==> src/rtl/hub75_pkg.sv <==
// hub75_pkg: shared state encoding, fb_data field layout and width helper
// for the HUB75 BCM scan engine.
package hub75_pkg;

    typedef enum logic [2:0] {
        ST_IDLE    = 3'd0,
        ST_FETCH   = 3'd1,
        ST_LOAD    = 3'd2,
        ST_CLK_HI  = 3'd3,
        ST_LATCH   = 3'd4,
        ST_DISPLAY = 3'd5,
        ST_ADVANCE = 3'd6
    } state_t;

    // Field index inside fb_data; field i occupies bits [i*BCM_BITS +: BCM_BITS].
    localparam int FIELD_R0   = 0;
    localparam int FIELD_G0   = 1;
    localparam int FIELD_B0   = 2;
    localparam int FIELD_R1   = 3;
    localparam int FIELD_G1   = 4;
    localparam int FIELD_B1   = 5;
    localparam int NUM_FIELDS = 6;

    // Ceiling log2, never less than 1 so it can size a vector directly.
    function automatic int log2_ceil(input int v);
        int r;
        r = 0;
        for (int i = 0; i < 31; i++) begin
            if ((1 << i) < v) r = i + 1;
        end
        return (r < 1) ? 1 : r;
    endfunction

endpackage

==> src/rtl/hub75_bcm_timer.sv <==
// hub75_bcm_timer: loadable down-counter timing one BCM display window.
// Optional HUB75_BRIGHTNESS_EN adds a brightness-scaled on-window compare.
module hub75_bcm_timer #(
    parameter int TW = 4
) (
    input  logic          clk,
    input  logic          reset,
    input  logic          load_i,
    input  logic          run_i,
    input  logic [TW-1:0] load_val_i,
`ifdef HUB75_BRIGHTNESS_EN
    input  logic [7:0]    brightness_i,
`endif
    output logic          done_o,
    output logic          on_o
);

    logic [TW-1:0] cnt_q, cnt_d;

    // Remaining-cycle counter: loaded with the window length, terminal count is 1.
    always_comb begin
        cnt_d = cnt_q;
        if (load_i)     cnt_d = load_val_i;
        else if (run_i) cnt_d = cnt_q - TW'(1);
    end

    assign done_o = (cnt_q == TW'(1));

`ifdef HUB75_BRIGHTNESS_EN
    logic [TW+7:0] prod;
    logic [TW-1:0] on_len;
    logic [TW-1:0] off_q, off_d;

    // The window is lit while the remaining count is above off_q, i.e. for
    // the first (load_val*brightness)>>8 cycles; total length is unchanged.
    always_comb begin
        prod   = {8'd0, load_val_i} * {{TW{1'b0}}, brightness_i};
        on_len = TW'(prod >> 8);
        off_d  = load_i ? (load_val_i - on_len) : off_q;
    end

    // Counter and off-threshold registers.
    always_ff @(posedge clk) begin
        if (reset) begin
            cnt_q <= '0;
            off_q <= '0;
        end else begin
            cnt_q <= cnt_d;
            off_q <= off_d;
        end
    end

    assign on_o = (cnt_q > off_q);
`else
    // Counter register.
    always_ff @(posedge clk) begin
        if (reset) cnt_q <= '0;
        else       cnt_q <= cnt_d;
    end

    assign on_o = 1'b1;
`endif

endmodule

==> src/rtl/hub75_bcm_scan.sv <==
// hub75_bcm_scan: HUB75 panel scan engine with binary-coded-modulation planes.
// Optional HUB75_BRIGHTNESS_EN adds a global brightness input.
//
//  state      | meaning
//  IDLE       | panel dark, waiting for enable
//  FETCH      | read column 0 of the current row
//  LOAD       | capture current plane bit of each colour field
//  CLK_HI     | shift clock high; prefetch next column
//  LATCH      | latch shifted plane, present row address
//  DISPLAY    | nOE window of BASE_ON<<plane cycles
//  ADVANCE    | step plane / row, decide continue or stop
//
// Every panel pin is a register loaded from the current state's action, so
// pins trail the state by one cycle. The framebuffer request leads instead:
// it is loaded from the state being entered, which puts returning data in
// front of LOAD and puts colour data one cycle ahead of each S_CLK rise.
module hub75_bcm_scan
    import hub75_pkg::*;
#(
    parameter int COLS       = 64,
    parameter int ROW_ADDR_W = 5,
    parameter int BCM_BITS   = 4,
    parameter int BASE_ON    = 4
) (
    input  logic                                  clk,
    input  logic                                  reset,
    input  logic                                  enable,
`ifdef HUB75_BRIGHTNESS_EN
    input  logic [7:0]                            brightness,
`endif
    output logic [ROW_ADDR_W+log2_ceil(COLS)-1:0] fb_addr,
    output logic                                  fb_rd,
    input  logic [NUM_FIELDS*BCM_BITS-1:0]        fb_data,
    output logic [ROW_ADDR_W-1:0]                 row_addr,
    output logic                                  R0,
    output logic                                  G0,
    output logic                                  B0,
    output logic                                  R1,
    output logic                                  G1,
    output logic                                  B1,
    output logic                                  S_CLK,
    output logic                                  LATCH,
    output logic                                  nOE,
    output logic                                  frame_done
);

    localparam int COL_W   = log2_ceil(COLS);
    localparam int PLANE_W = log2_ceil(BCM_BITS);
    localparam int TW      = log2_ceil((BASE_ON << (BCM_BITS - 1)) + 1);
    localparam int AW      = ROW_ADDR_W + COL_W;

    state_t                  state_q, state_d;
    logic [ROW_ADDR_W-1:0]   row_q, row_d, row_addr_q, row_addr_d;
    logic [PLANE_W-1:0]      plane_q, plane_d;
    logic [COL_W-1:0]        col_q, col_d;
    logic [AW-1:0]           fb_addr_q, fb_addr_d;
    logic [NUM_FIELDS-1:0]   colour_q, colour_d, plane_bits;
    logic                    fb_rd_q, fb_rd_d, sclk_q, sclk_d, latch_q, latch_d;
    logic                    noe_q, noe_d, fd_q, fd_d, en_q;
    logic                    last_col, last_plane, frame_end, tmr_done, tmr_on;
    logic [TW-1:0]           load_val;

    assign last_col   = (col_q == COL_W'(COLS - 1));
    assign last_plane = (plane_q == PLANE_W'(BCM_BITS - 1));
    assign frame_end  = last_plane && (&row_q);
    assign load_val   = TW'(BASE_ON) << plane_q;

    for (genvar g = 0; g < NUM_FIELDS; g++) begin : g_field
        logic [BCM_BITS-1:0] fld;
        assign fld           = fb_data[g*BCM_BITS +: BCM_BITS];
        assign plane_bits[g] = fld[plane_q];
    end

    hub75_bcm_timer #(.TW(TW)) u_timer (
        .clk          (clk),
        .reset        (reset),
        .load_i       (state_q == ST_LATCH),
        .run_i        (state_q == ST_DISPLAY),
        .load_val_i   (load_val),
`ifdef HUB75_BRIGHTNESS_EN
        .brightness_i (brightness),
`endif
        .done_o       (tmr_done),
        .on_o         (tmr_on)
    );

    // State register.
    always_ff @(posedge clk) begin
        if (reset) state_q <= ST_IDLE;
        else       state_q <= state_d;
    end

    // Next-state logic.
    always_comb begin
        state_d = state_q;
        case (state_q)
            ST_IDLE:    if (en_q) state_d = ST_FETCH;
            ST_FETCH:   state_d = ST_LOAD;
            ST_LOAD:    state_d = ST_CLK_HI;
            ST_CLK_HI:  state_d = last_col ? ST_LATCH : ST_LOAD;
            ST_LATCH:   state_d = ST_DISPLAY;
            ST_DISPLAY: if (tmr_done) state_d = ST_ADVANCE;
            ST_ADVANCE: state_d = (frame_end && !en_q) ? ST_IDLE : ST_FETCH;
            default:    state_d = ST_IDLE;
        endcase
    end

    // Output and counter next values for the current state.
    always_comb begin
        row_d      = row_q;
        plane_d    = plane_q;
        col_d      = col_q;
        fb_addr_d  = fb_addr_q;
        fb_rd_d    = 1'b0;
        colour_d   = colour_q;
        sclk_d     = 1'b0;
        latch_d    = 1'b0;
        noe_d      = 1'b1;
        fd_d       = 1'b0;
        row_addr_d = row_addr_q;
        case (state_q)
            ST_FETCH:   col_d = '0;
            ST_LOAD:    colour_d = plane_bits;
            ST_CLK_HI: begin
                sclk_d = 1'b1;
                if (!last_col) col_d = col_q + COL_W'(1);
            end
            ST_LATCH: begin
                latch_d    = 1'b1;
                row_addr_d = row_q;
            end
            ST_DISPLAY: noe_d = !tmr_on;
            ST_ADVANCE: begin
                fd_d = frame_end;
                if (last_plane) begin
                    plane_d = '0;
                    row_d   = row_q + ROW_ADDR_W'(1);
                end else begin
                    plane_d = plane_q + PLANE_W'(1);
                end
            end
            default: ;
        endcase
        if (state_d == ST_FETCH) begin
            fb_rd_d   = 1'b1;
            fb_addr_d = {row_d, {COL_W{1'b0}}};
        end else if (state_q == ST_LOAD && !last_col) begin
            fb_rd_d   = 1'b1;
            fb_addr_d = {row_q, col_q + COL_W'(1)};
        end
    end

    // Datapath and output registers.
    always_ff @(posedge clk) begin
        if (reset) begin
            row_q      <= '0;
            plane_q    <= '0;
            col_q      <= '0;
            fb_addr_q  <= '0;
            fb_rd_q    <= 1'b0;
            colour_q   <= '0;
            sclk_q     <= 1'b0;
            latch_q    <= 1'b0;
            noe_q      <= 1'b1;
            fd_q       <= 1'b0;
            row_addr_q <= '0;
            en_q       <= 1'b0;
        end else begin
            row_q      <= row_d;
            plane_q    <= plane_d;
            col_q      <= col_d;
            fb_addr_q  <= fb_addr_d;
            fb_rd_q    <= fb_rd_d;
            colour_q   <= colour_d;
            sclk_q     <= sclk_d;
            latch_q    <= latch_d;
            noe_q      <= noe_d;
            fd_q       <= fd_d;
            row_addr_q <= row_addr_d;
            en_q       <= enable;
        end
    end

    assign fb_addr    = fb_addr_q;
    assign fb_rd      = fb_rd_q;
    assign row_addr   = row_addr_q;
    assign R0         = colour_q[FIELD_R0];
    assign G0         = colour_q[FIELD_G0];
    assign B0         = colour_q[FIELD_B0];
    assign R1         = colour_q[FIELD_R1];
    assign G1         = colour_q[FIELD_G1];
    assign B1         = colour_q[FIELD_B1];
    assign S_CLK      = sclk_q;
    assign LATCH      = latch_q;
    assign nOE        = noe_q;
    assign frame_done = fd_q;

endmodule
==> config.mk <==
export PLATFORM = sky130hd
export DESIGN_NAME = hub75_bcm_scan
export DESIGN_NICKNAME = d
export VERILOG_FILES = /design/src/rtl/hub75_pkg.sv /design/src/rtl/hub75_bcm_timer.sv /design/src/rtl/hub75_bcm_scan.sv
export SDC_FILE = /design/constraint.sdc
export NUM_CORES = 1
export LEC_CHECK = 0
export CORE_UTILIZATION = 40
export CTS_CLUSTER_SIZE = 25
export DETAILED_ROUTE_END_ITERATION = 10
export PLACE_DENSITY = 0.63
export SLEW_MARGIN = 20
export SYNTH_ARGS = -nofsm -noshare
export SYNTH_HDL_FRONTEND = slang
export SYNTH_SLANG_ARGS = --single-unit
==> constraint.sdc <==
create_clock -name clk -period 2.5 [get_ports clk]
set_input_delay 0.5 -clock clk [delete_from_list [all_inputs] [get_ports clk]]
set_output_delay 0.5 -clock clk [all_outputs]
set_load 0.02 [all_outputs]
==> impl_metrics.toml <==
[run_status]
status = "finished, final reports clean"

[floorplan]
core_um2 = 5990
die_h_um = 81.3
start_util_pct = 42.0
die_w_um = 81.3
io-pin-count = 54
rows = 28
fp.dieArea_um2 = 6600

[clock_tree]
clock_path_buffers = 2
clockRootBuffer = "clkbuf_8"
clock-sinks = 50
clk_latency_ns = 0.31
cts_buffers = 5
cts_setup_buffers = 0
cts_hold_buf = 0
cts_tree = "yes"
cts_resized = 0
h-tree-depth = 2
path_clk_slew_ns = 0.09

[run]
drv_cap = 0

[place]
io_buffers = 53
place_hpwl_um = 4000
gp_congestion = 0.847

[worst_setup_path]
cp-end-kind = "flip-flop"
path_buf_inv = 0
crit_chain = "ha_1 -> and3_1 -> ha_1 -> and3b_1 -> o22a_1 -> o21ai_0 -> a2111oi_2"
startpoint = "row_q[0]$_SDFF_PP0_"
crit_top_cell = "ha_1"
reg2reg_depth = 7
critPathArrivalTime_ns = 2.35
cpPeakStageDelay_ns = 0.45
startpoint_type = "flip-flop"
worstPathRequired_ns = 2.71
criticalPathCategory = "reg2reg"
regToRegStartpoint = "row_q[0]$_SDFF_PP0_"
path_depth = 7
slowest_stage = "dfxtp_1"
crit_fanout = 6
critPathTopFamily = "compound AO/OA/AOI/OAI gates"

[grt]
grt_use_met1_pct = 24.9
grt_pass1_wl_um = 9400
grt_pass1_vias = 2014
gr-usage-all-layers_pct = 18.5
globalRoute.busiestLayer = "met2"
grt-ovfl-total = 0
antenna_found_initial = 0
grt_max_degree = 37
use_met3_pct = 3.82
gr-usage-met2_pct = 28.2

[synthesis]
seq_area_frac_synth_pct = 39.8
yosys.cell_types.count = 55
synth_flop_cell = "dfxtp_1"
ys_async_sr_fraction_pct = 0
yosys_warnings = 0
synth_nets = 318
synth_edf_count = 0
syn_inst = 282
syn_area_um2 = 2510
ys_ff_latch = 50
synth_area_per_cell_um2 = 8.91

[route]
ant_nets = 0
drc = 0
first_pass_iters = 4
viasPerCell = 5.38
vias = 2196
first_iter_violations = 174
wirelength_um = 5550
wire_per_inst_um = 13.6

[timing]
relSlewSlack_pct = 65.3
hold_viol_final = 0
fmax_mhz = 467
setup_viol_count_final = 0
clock_skew_ns = 0.00714
totalNegativeSetupSlack_ns = 0
rsz0062_at_grt = "no"
worst_pin_slew_ns = 0.520
slew_viol_final = 0
period_needed_ns = 2.14
post-route-period-util_pct = 85.7
hold_ws_ns = 0.459

[worst_hold_path]
hp-class = "reg2reg"
hp-start = "colour_q[3]$_SDFFE_PP0P_"
holdPathStages = 2

[finish]
finalNetCount = 368
drive_gt1_share_pct = 10.5
num_antenna_cells = 0
area_growth_pct = 28.1

[pwr]
p_comb_share_pct = 16.4
p_per_area_nw_per_um2 = 520
internal_power_w = 0.00125
p_leak_nw = 1.10
ir_worst_vdd_uv = 227
clock_power_share_pct = 33.8
power_frac_seq_pct = 49.8
swShare_pct = 25.2
p_sw_w = 0.000421
==> synthesized netlist by cell type (3+ instances only) <==
cell type,number,share of area (%)
clkbuf_1,11,1.6
a21oi_1,28,5.6
dfxtp_1,50,40
inv_1,13,1.9
a211oi_2,4,2.0
and3_1,3,0.75
nand3_1,8,1.6
nand2b_1,3,0.75
a211oi_1,3,0.90
o21ai_0,15,3.0
ha_1,9,4.5
nor2b_1,5,1.2
nand2_1,32,4.8
nor2_1,23,3.4
buf_6,3,1.3
nor3_1,8,1.6
mux4_2,6,5.4
o22a_1,4,1.4
xor2_1,3,1.0
xnor2_1,3,1.0
nand3b_1,3,0.90
==> path summary, 6_finish.rpt <==
kind / end / slack, ns
setup reg to reg: fb_addr[7]$_SDFFE_PP0P_ / 0.36
setup / recovery: fb_addr[7]$_SDFFE_PP0P_ / 0.36
hold / removal: colour_q[3]$_SDFFE_PP0P_ / 0.46
hold reg to reg: colour_q[3]$_SDFFE_PP0P_ / 0.46
==> layer usage <==
metal	part of all wire, %	up-vias	wire (um)
met5	0	-	0
met4	2.2	0	122
met3	5.3	11	294
met2	44	60	2460
met1	48	1013	2680
li1	-	1112	-
==> logic make-up (layout without fill, tap and decap cells) <==
group / after synthesis / after routing / synth area share, %
xor gates and xnor gates: 6 / 6 / 2.09
and+or+nand+nor: 100 / 100 / 19.9
adders and majority gates: 9 / 9 / 4.48
AOI/OAI and AO/OA: 78 / 78 / 21.7
buffers and inverters: 31 / 82 / 5.82
muxes: 8 / 8 / 6.22
DFF: 50 / 50 / 39.8
==> power by group through the flow <==
stage / clock network, W / logic (W) / registers [W]
floorplan: 0 / 0.000151 / 0.000872
global placement: 0 / 0.000272 / 0.000852
detailed placement: 0 / 0.000275 / 0.000852
CTS: 0.000577 / 0.000276 / 0.000834
global route: 0.000603 / 0.000299 / 0.000837
finish: 0.000566 / 0.000274 / 0.000833
==> registers in the layout (all words and copies together) (netlist names), 2 cells and up <==
signal and cells:
plane_q 2, colour_q 6, state_q 3, col_q 6, row_q 5, u_timer.cnt_q 6
fb_addr 11, row_addr 5
==> layout by cell type (no fill, tap or decap), types with 4 or more instances in the layout <==
| master | n |
|---|---|
| nor2b_1 | 5 |
| inv_1 | 13 |
| nand2_1 | 32 |
| clkbuf_8 | 5 |
| o22a_1 | 4 |
| nand3_1 | 8 |
| o21ai_0 | 15 |
| ha_1 | 9 |
| a21oi_1 | 28 |
| nor2_1 | 23 |
| clkdlybuf4s50_1 | 53 |
| dfxtp_1 | 50 |
| mux4_2 | 6 |
| a211oi_2 | 4 |
| nor3_1 | 8 |
| buf_4 | 7 |
==> per-stage QoR <==
step | setup slack, ns | cells | area [um^2] | power (W) | util [%]
after global routing | 0.217 | 408 | 3220 | 0.00174 | 53.7
final | 0.358 | 408 | 3220 | 0.00167 | 53.7
after CTS | 0.363 | 408 | 3220 | 0.00169 | 53.7
after global placement | 0.460 | 400 | 3110 | 0.00112 | 52.0
after floorplan | 0.600 | 282 | 2510 | 0.00102 | -
after detailed placement | 0.393 | 400 | 3110 | 0.00113 | 52.0
==> cell type report <==
cell class	count	area, um^2
Fill cell	562	2770
Clock inverter	1	30.0
Clock buffer	7	76.3
Timing Repair Buffer	61	603
Tap cell	75	93.8
Inverter	13	48.8
Multi-Input combinational cell	201	1370
Sequential cell	50	1000
==> worst register-to-register path: stages, from the launching register on <==
cell and delay [ns]:
dfxtp_1 0.45, ha_1 0.21, and3_1 0.16, ha_1 0.19, and3b_1 0.24, o22a_1 0.23
o21ai_0 0.18, a2111oi_2 0.39
Power figures use the tool's default switching activity.
